==> src/rtl/serdes_pkg.sv <==
// serdes_pkg: shared SerDes receive constants and the word aligner state type.
package serdes_pkg;

    localparam int SYM_WIDTH = 10;
    localparam logic [9:0] K28_5_RDN = 10'b0101111100;
    localparam logic [9:0] K28_5_RDP = 10'b1010000011;

    typedef enum logic [1:0] {HUNT, CONFIRM, LOCKED} align_state_t;

endpackage

==> src/rtl/comma_detect.sv <==
// comma_detect: flags a symbol-wide word equal to either comma disparity.
module comma_detect
    import serdes_pkg::*;
#(
    parameter int W = SYM_WIDTH,
    parameter logic [W-1:0] COMMA_N = K28_5_RDN,
    parameter logic [W-1:0] COMMA_P = K28_5_RDP
) (
    input  logic [W-1:0] word,
    output logic         match
);

    assign match = (word == COMMA_N) || (word == COMMA_P);

endmodule

==> src/rtl/comma_word_aligner.sv <==
// comma_word_aligner: bit-serial deserializer that locks symbol framing to the K28.5 comma.
module comma_word_aligner #(
    parameter int SYM_WIDTH = serdes_pkg::SYM_WIDTH,
    parameter logic [SYM_WIDTH-1:0] COMMA_N = serdes_pkg::K28_5_RDN,
    parameter logic [SYM_WIDTH-1:0] COMMA_P = serdes_pkg::K28_5_RDP,
    parameter int LOCK_COUNT = 3,
    parameter int UNLOCK_COUNT = 4,
    parameter int CNT_WIDTH = 8
) (
    input  logic                 i_Clk,
    input  logic                 i_Rst_n,
    input  logic                 i_Bit_Valid,
    input  logic                 i_Ser_Data,
    output logic [SYM_WIDTH-1:0] o_Sym,
    output logic                 o_Sym_Valid,
    output logic                 o_Is_Comma,
    output logic                 o_Locked,
    output logic [CNT_WIDTH-1:0] o_Realign_Cnt
);

    import serdes_pkg::*;

    localparam int BW = $clog2(SYM_WIDTH);
    localparam int CW = $clog2(LOCK_COUNT + 1);
    localparam int MW = $clog2(UNLOCK_COUNT + 1);

    align_state_t state;
    logic [SYM_WIDTH-1:0] sr;
    logic [SYM_WIDTH-1:0] sr_next;
    logic [BW-1:0] bit_cnt;
    logic [CW-1:0] comma_cnt;
    logic [CW-1:0] comma_inc;
    logic [MW-1:0] mis_cnt;
    logic [MW-1:0] mis_inc;
    logic comma;
    logic boundary;

    assign sr_next = {i_Ser_Data, sr[SYM_WIDTH-1:1]};
    assign boundary = bit_cnt == BW'(SYM_WIDTH - 1);
    assign comma_inc = comma_cnt + 1'b1;
    assign mis_inc = mis_cnt + 1'b1;

    comma_detect #(
        .W(SYM_WIDTH),
        .COMMA_N(COMMA_N),
        .COMMA_P(COMMA_P)
    ) u_detect (
        .word(sr_next),
        .match(comma)
    );

    always_ff @(posedge i_Clk or negedge i_Rst_n) begin
        if (!i_Rst_n) begin
            state         <= HUNT;
            sr            <= '0;
            bit_cnt       <= '0;
            comma_cnt     <= '0;
            mis_cnt       <= '0;
            o_Sym         <= '0;
            o_Sym_Valid   <= 1'b0;
            o_Is_Comma    <= 1'b0;
            o_Locked      <= 1'b0;
            o_Realign_Cnt <= '0;
        end else begin
            o_Sym_Valid <= 1'b0;
            if (i_Bit_Valid) begin
                sr      <= sr_next;
                bit_cnt <= boundary ? '0 : bit_cnt + 1'b1;
                case (state)
                    HUNT: if (comma) begin
                        bit_cnt   <= '0;
                        comma_cnt <= CW'(1);
                        if (LOCK_COUNT == 1) begin
                            state       <= LOCKED;
                            o_Locked    <= 1'b1;
                            o_Sym       <= sr_next;
                            o_Sym_Valid <= 1'b1;
                            o_Is_Comma  <= 1'b1;
                        end else begin
                            state <= CONFIRM;
                        end
                    end
                    CONFIRM: if (comma && boundary) begin
                        comma_cnt <= comma_inc;
                        if (comma_inc == CW'(LOCK_COUNT)) begin
                            state       <= LOCKED;
                            o_Locked    <= 1'b1;
                            o_Sym       <= sr_next;
                            o_Sym_Valid <= 1'b1;
                            o_Is_Comma  <= 1'b1;
                        end
                    end else if (comma) begin
                        bit_cnt   <= '0;
                        comma_cnt <= CW'(1);
                    end
                    LOCKED: if (boundary) begin
                        o_Sym       <= sr_next;
                        o_Sym_Valid <= 1'b1;
                        o_Is_Comma  <= comma;
                        if (comma) mis_cnt <= '0;
                    end else if (comma) begin
                        // off-phase commas only count; framing moves only after a full unlock
                        if (mis_inc == MW'(UNLOCK_COUNT)) begin
                            state     <= HUNT;
                            o_Locked  <= 1'b0;
                            mis_cnt   <= '0;
                            comma_cnt <= '0;
                            if (~&o_Realign_Cnt) o_Realign_Cnt <= o_Realign_Cnt + 1'b1;
                        end else begin
                            mis_cnt <= mis_inc;
                        end
                    end
                    default: state <= HUNT;
                endcase
            end
        end
    end

endmodule

==> config.mk <==
export PLATFORM = sky130hd
export DESIGN_NAME = comma_word_aligner
export DESIGN_NICKNAME = d
export VERILOG_FILES = /design/src/rtl/serdes_pkg.sv /design/src/rtl/comma_detect.sv /design/src/rtl/comma_word_aligner.sv
export SDC_FILE = /design/constraint.sdc
export NUM_CORES = 1
export LEC_CHECK = 0
export CORE_ASPECT_RATIO = 2
export CORE_MARGIN = 4
export CORE_UTILIZATION = 57
export CTS_BUF_LIST = sky130_fd_sc_hd__clkbuf_4 sky130_fd_sc_hd__clkbuf_8
export DETAILED_ROUTE_END_ITERATION = 8
export GPL_TIMING_DRIVEN = 1
export MAX_ROUTING_LAYER = met4
export PLACE_DENSITY = 0.79
export SLEW_MARGIN = 25
export SYNTH_ARGS = -nofsm -noshare
export SYNTH_HDL_FRONTEND = slang
export SYNTH_SLANG_ARGS = --single-unit
==> constraint.sdc <==
create_clock -name i_Clk -period 2.86 [get_ports i_Clk]
set_clock_uncertainty 0.2 [all_clocks]
set_input_delay 0.572 -clock i_Clk [delete_from_list [all_inputs] [get_ports i_Clk]]
set_output_delay 0.572 -clock i_Clk [all_outputs]
set_load 0.05 [all_outputs]
* After elaboration in Yosys (flattened, before gate mapping)
Index checks and enable logic that the tools add are counted. W data, S select, Z words.
Word-level totals: logic and storage cells 77, bits of input ports 4, register bits 42
Operators by class: bitwise logic cells 2, add/sub/neg operators 4, reductions and logical operators 12, multiplexer cells 35, equality and inequality tests 14
Operators by type and width (number):
- $mux W10 | 3
- $pmux W10 S2 | 1
- $mux W2 | 8
- $ne A2 B2 Y1 const B | 7
- $reduce_and A7 Y1 | 2
- $mux W3 | 4
- $mux W4 | 3
- $pmux W2 S3 | 2
- $eq A10 B10 Y1 const B | 1
- $eq A10 B9 Y1 const B | 1
- $mux W1 | 10
- $reduce_and A5 Y1 | 2
- $add A8 B1 Y8 const B | 1
- $pmux W4 S2 | 1
- $reduce_and A8 Y1 | 1
- $pmux W1 S2 | 3
- $reduce_and A6 Y1 | 1
- $add A4 B1 Y4 const B | 1
- $eq A2 B2 Y1 const B | 2
- $eq A4 B4 Y1 const B | 1
- $add A3 B1 Y3 const B | 1
- $eq A3 B3 Y1 const B | 1
- $reduce_and A3 Y1 | 1
- $reduce_bool A3 Y1 | 1
- 7 further kinds | 8

* Depth between registers and ports, before layout
depth in word-level cells 6, depth in mapped cells 8, gate-level depth less buffers 7

* Cells and area by module
From an unflattened synthesis, not the netlist that was laid out.
Second synthesis, totals: cells, all modules 183, area total of the unflattened synthesis 2112.0 um^2
Modules (own cells, without submodules):
- comma_word_aligner | area each 2047.0 um^2, seq. area each 1026.0 um^2, instances 1, cells each 176
- comma_detect | area each 65.1 um^2, seq. area each 0.0 um^2, instances 1, cells each 7

* Worst setup path after synthesis
No wires, ideal clock.
path type register to register, start register sr[6], end register o_Is_Comma, arrival 1880 ps, stages on the path, launching flop included 7, library setup time 125 ps, clock period less this slack 2205 ps, slack 655 ps, cells stage by stage dfrtp_1 nor4b_2 and3_4 nor2_4 a2111o_1 buf_6 mux2_4
Between the ends: word-level cells in the longest chain between the ends 5, elaborated cells on any way between the ends 8, those cells by class eq/ne (3); mux (2); reduce/logical (3)
Ends and longest elaborated chain:
- start: declaration | line comma_word_aligner.sv:28 | logic [SYM_WIDTH-1:0] sr;
- start signal: assignment | line comma_word_aligner.sv:67 | sr <= sr_next;
- $eq A10 B9 Y1 or $eq A10 B10 Y1 (tied branches) | line comma_detect.sv:13 | assign match = (word == COMMA_N) || (word == COMMA_P);
- $logic_or A1 B1 Y1 * | line comma_detect.sv:13
- $logic_and A1 B1 Y1 | line comma_word_aligner.sv:83 | CONFIRM: if (comma && boundary) begin
- $ne A2 B2 Y1 (no line)
- $reduce_and A5 Y1 (no line)
- end signal: assignment | line comma_word_aligner.sv:99 | o_Is_Comma <= comma;
- end: declaration | line comma_word_aligner.sv:16 | output logic o_Is_Comma,
Mark *: on every way between the ends. The rest lies on a longest branch, timed or not. The select of a mux whose other input is x is not followed. A chain may end at the register's enable or synchronous reset.

* Worst setup path after layout
start input i_Ser_Data, end register state[0]
Between the ends: word-level cells in the longest chain between the ends 5, elaborated cells on any way between the ends 8, those cells by class eq/ne (5); reduce/logical (3)
Ends and longest elaborated chain:
- start: declaration | line comma_word_aligner.sv:13 | input logic i_Ser_Data,
- $eq A10 B9 Y1 or $eq A10 B10 Y1 (tied branches) | line comma_detect.sv:13
- $logic_or A1 B1 Y1 * | line comma_detect.sv:13
- $logic_and A1 B1 Y1 | line comma_word_aligner.sv:83
- $ne A2 B2 Y1 (no line)
- $reduce_and A7 Y1 (no line) *
- end signal: assignment | line comma_word_aligner.sv:80 | state <= CONFIRM;
- end signal: assignment | line comma_word_aligner.sv:86 | state <= LOCKED;
- end signal: assignment | line comma_word_aligner.sv:104 | state <= HUNT;
- end: declaration | line comma_word_aligner.sv:27 | align_state_t state;
Mark *: on every way between the ends. The rest lies on a longest branch, timed or not.

==> results.yml <==
setup_path:
  r2r_setup_slack_ns: 0.31
  worstPathRequired_ns: 2.84
  critPathMaxStageDelay_ns: 0.53
  crit_type: "primary input to register"
  startpoint_type: "primary input"
  path_cells: "clkdlybuf4s50_1, nor2b_1, nand3_1, a31o_2, a221oi_1, mux2_1"
  end_kind: "register"
  cp.arrival_ns: 2.57
  path_max_fanout: 4
  cpMaxStageDelayCell: "clkdlybuf4s50_1"
timing:
  worst_slack_ns: 0.2766
  tightest_slew_ns: 0.8915
  clock.fmax_ghz: 0.3871
  setup_viol: 0
  rsz0062_at_grt: "no"
  hold_viol: 0
  max_slew_margin_pct: 40.57
  period_share_pct: 90.33
  slew_viol_final: 0
  period_minus_slack_ns: 2.583
  setup-tns-final_ns: 0
synthesis:
  yosysSeqAreaShare_pct: 48.69
  syn-num-nets: 194
  synth.distinct_cells: 48
  synth_flop_cell: "dfrtp_1"
  ys_seq_elements: 41
  yosys.area.top_type: "dfrtp_1"
  synth-edff-count: 0
  yosysWarnings: 0
  synth_cells: 180
  syn_area_per_cell_sq_um: 11.71
  syn_area_sq_um: 2107
  synth-async-reset-ratio_pct: 100.0
  synth_top_area_share_pct: 48.69
  synth.top_cells.by_area: "dfrtp_1 (49%), mux2_4 (7.1%), ha_1 (5.9%), mux2_2 (5.9%), xor2_1 (2.9%)"
drt:
  wire_per_inst_um: 17.59
  routed_wl_um: 4592
  dr.pass1.iters: 4
  initialDrtViolationCount: 34
  final_antenna_net_count: 0
  vias_per_cell: 5.939
  drc: 0
  via_count: 1550
final_layout:
  layout_common_cells: "dfrtp_1 (41), clkdlybuf4s50_1 (23), mux2_2 (11)"
  areaGrowthSynthToFinish_pct: 21.56
  diodes: 0
  multi_input_area_sq_um: 1017
  drive_gt1_share_pct: 20.28
  fillers: 255
  regArea_sq_um: 1026
  fin_nets: 225
  final_common_cell: "dfrtp_1"
placed_design:
  pre_cts_ws_ns: 0.006445
  hpwl_um: 3463
  port_buffers: 24
  place_congestion: 0.8580
power_and_ir_drop:
  p_sw_mw: 0.7709
  comb_power_share_pct: 36.0
  powerDensity_nw_per_um2: 854.3
  p_clk_share_pct: 25.4
  p_total_mw: 2.188
  irDropWorstVdd_mv: 0.7890
  switching_share_pct: 35.23
  p_leak_nw: 1.211
  p_int_mw: 1.417
  seq_power_share_pct: 38.6
clock_tree:
  numCtsBuffers: 5
  htreeDepth: 2
  ctsHoldBuffers: 0
  clkLatencyLatePin_ns: 0.30
  clkTransAtPathRegs_ns: 0.08
  cts_tree: "done"
  post_cts_resized: 0
  cts_buffer_depth: 2
  clock-sinks: 41
  clock-root-buffer: "clkbuf_8"
  post_cts_buffers: 0
global_routing:
  grt_pass1_vias: 1709
  antenna_found_initial: 0
  grt_overflow: 0
  grt_max_degree: 42
  grt_pass1_wl_um: 7596
  track_usage_pct: 21.91
die:
  ios: 25
  core-area_sq_um: 3607
  dieArea_sq_um: 4792
  rows: 31
  die_x_um: 50.99
  initial_utilization_pct: 58.41
  fp.dieH_um: 93.98
job:
  cap_violations: 0
run_status:
  status: "completed"
min_path:
  hold_class: "primary input to asynchronous set/reset pin"
state kept, by name (all words and copies together), names as in the netlist:
register       count
comma_cnt          2
sr                 9
o_Sym             10
o_Sym_Valid        1
o_Locked           1
o_Realign_Cnt      8
o_Is_Comma         1
mis_cnt            3
bit_cnt            4
state              2
worst paths after layout:
path,from,endpoint,cells after the start
setup / recovery,i_Ser_Data,state[0]$_DFFE_PN0P_,6
max in group asynchronous,i_Rst_n,comma_cnt[0]$_DFFE_PN0P_,1
min in group i_Clk,o_Locked$_DFFE_PN0P_,o_Locked$_DFFE_PN0P_,2
hold reg to reg,o_Locked$_DFFE_PN0P_,o_Locked$_DFFE_PN0P_,2
hold / removal,i_Rst_n,mis_cnt[2]$_DFFE_PN0P_,1
setup reg to reg,state[1]$_DFFE_PN0P_,state[0]$_DFFE_PN0P_,7
cells by family (layout without fill, tap and decap cells):
family          Yosys count  in the layout  share of synthesized area, %
compound gates           28             28                         9.264
xor+xnor                  8              8                         3.326
fa+ha+maj                10             10                         5.938
buf+inv                  15             47                         3.028
flops                    41             41                         48.69
mux                      23             23                         14.07
simple gates             55             55                         15.68
synth_stat cells, types with 2 or more instances:
library cell / n
nand3_1: 9
dfrtp_1: 41
nor4_1: 4
nand2_1: 10
mux2_2: 11
a21oi_1: 3
a31oi_1: 2
nor2b_1: 3
inv_1: 10
xor2_1: 7
o21ai_0: 9
nor2_1: 7
ha_1: 10
or4_1: 2
nor3_1: 5
mux2_1: 2
clkbuf_1: 4
mux2_4: 10
o31ai_1: 2
critical path, delay by kind of cell:
kind | cells | cell delay, ns
muxes | 1 | 0.38
buffers and inverters | 1 | 0.53
and+or+nand+nor | 2 | 0.34
AOI/OAI and AO/OA | 2 | 0.74
power groups by stage:
stage          registers, mW  clock network [mW]  logic (mW)
2_1_floorplan           1.08                   0       0.297
4_1_cts                0.842               0.564       0.795
6_report               0.844               0.556       0.788
5_1_grt                0.860               0.584       0.834
3_5_place_dp           0.846                   0       0.795
3_3_place_gp           0.837                   0       0.766
per-stage QoR:
| stage | hold slack [ns] | utilization (%) | instance area (sq um) | cells |
|---|---|---|---|---|
| floorplan | 0.07641 | - | 2107 | 180 |
| global placement | 0.2783 | 67.29 | 2427 | 253 |
| detailed placement | 0.2959 | 67.29 | 2427 | 253 |
| CTS | 0.2219 | 71.00 | 2561 | 261 |
| global route | 0.2651 | 71.00 | 2561 | 261 |
| finish | 0.1975 | 71.00 | 2561 | 261 |
metal layers:
layer | track usage (%) | share of wire, % | up-vias
met3 | 4.452 | 4.2 | 20
met4 | 13.26 | 4.9 | 0
met2 | 38.79 | 56 | 58
met5 | - | 0 | -
li1 | - | - | 716
met1 | 21.05 | 35 | 756
final cells by class:
| type | count | area share (%) |
|---|---|---|
| Inverter | 10 | 1.466 |
| Timing Repair Buffer | 29 | 11.14 |
| Sequential cell | 41 | 40.06 |
| Clock inverter | 3 | 2.540 |
| Clock buffer | 5 | 2.687 |
| Multi-Input combinational cell | 124 | 39.72 |
| Tap cell | 49 | 2.394 |
No activity file was read; power rests on OpenSTA's default activity.
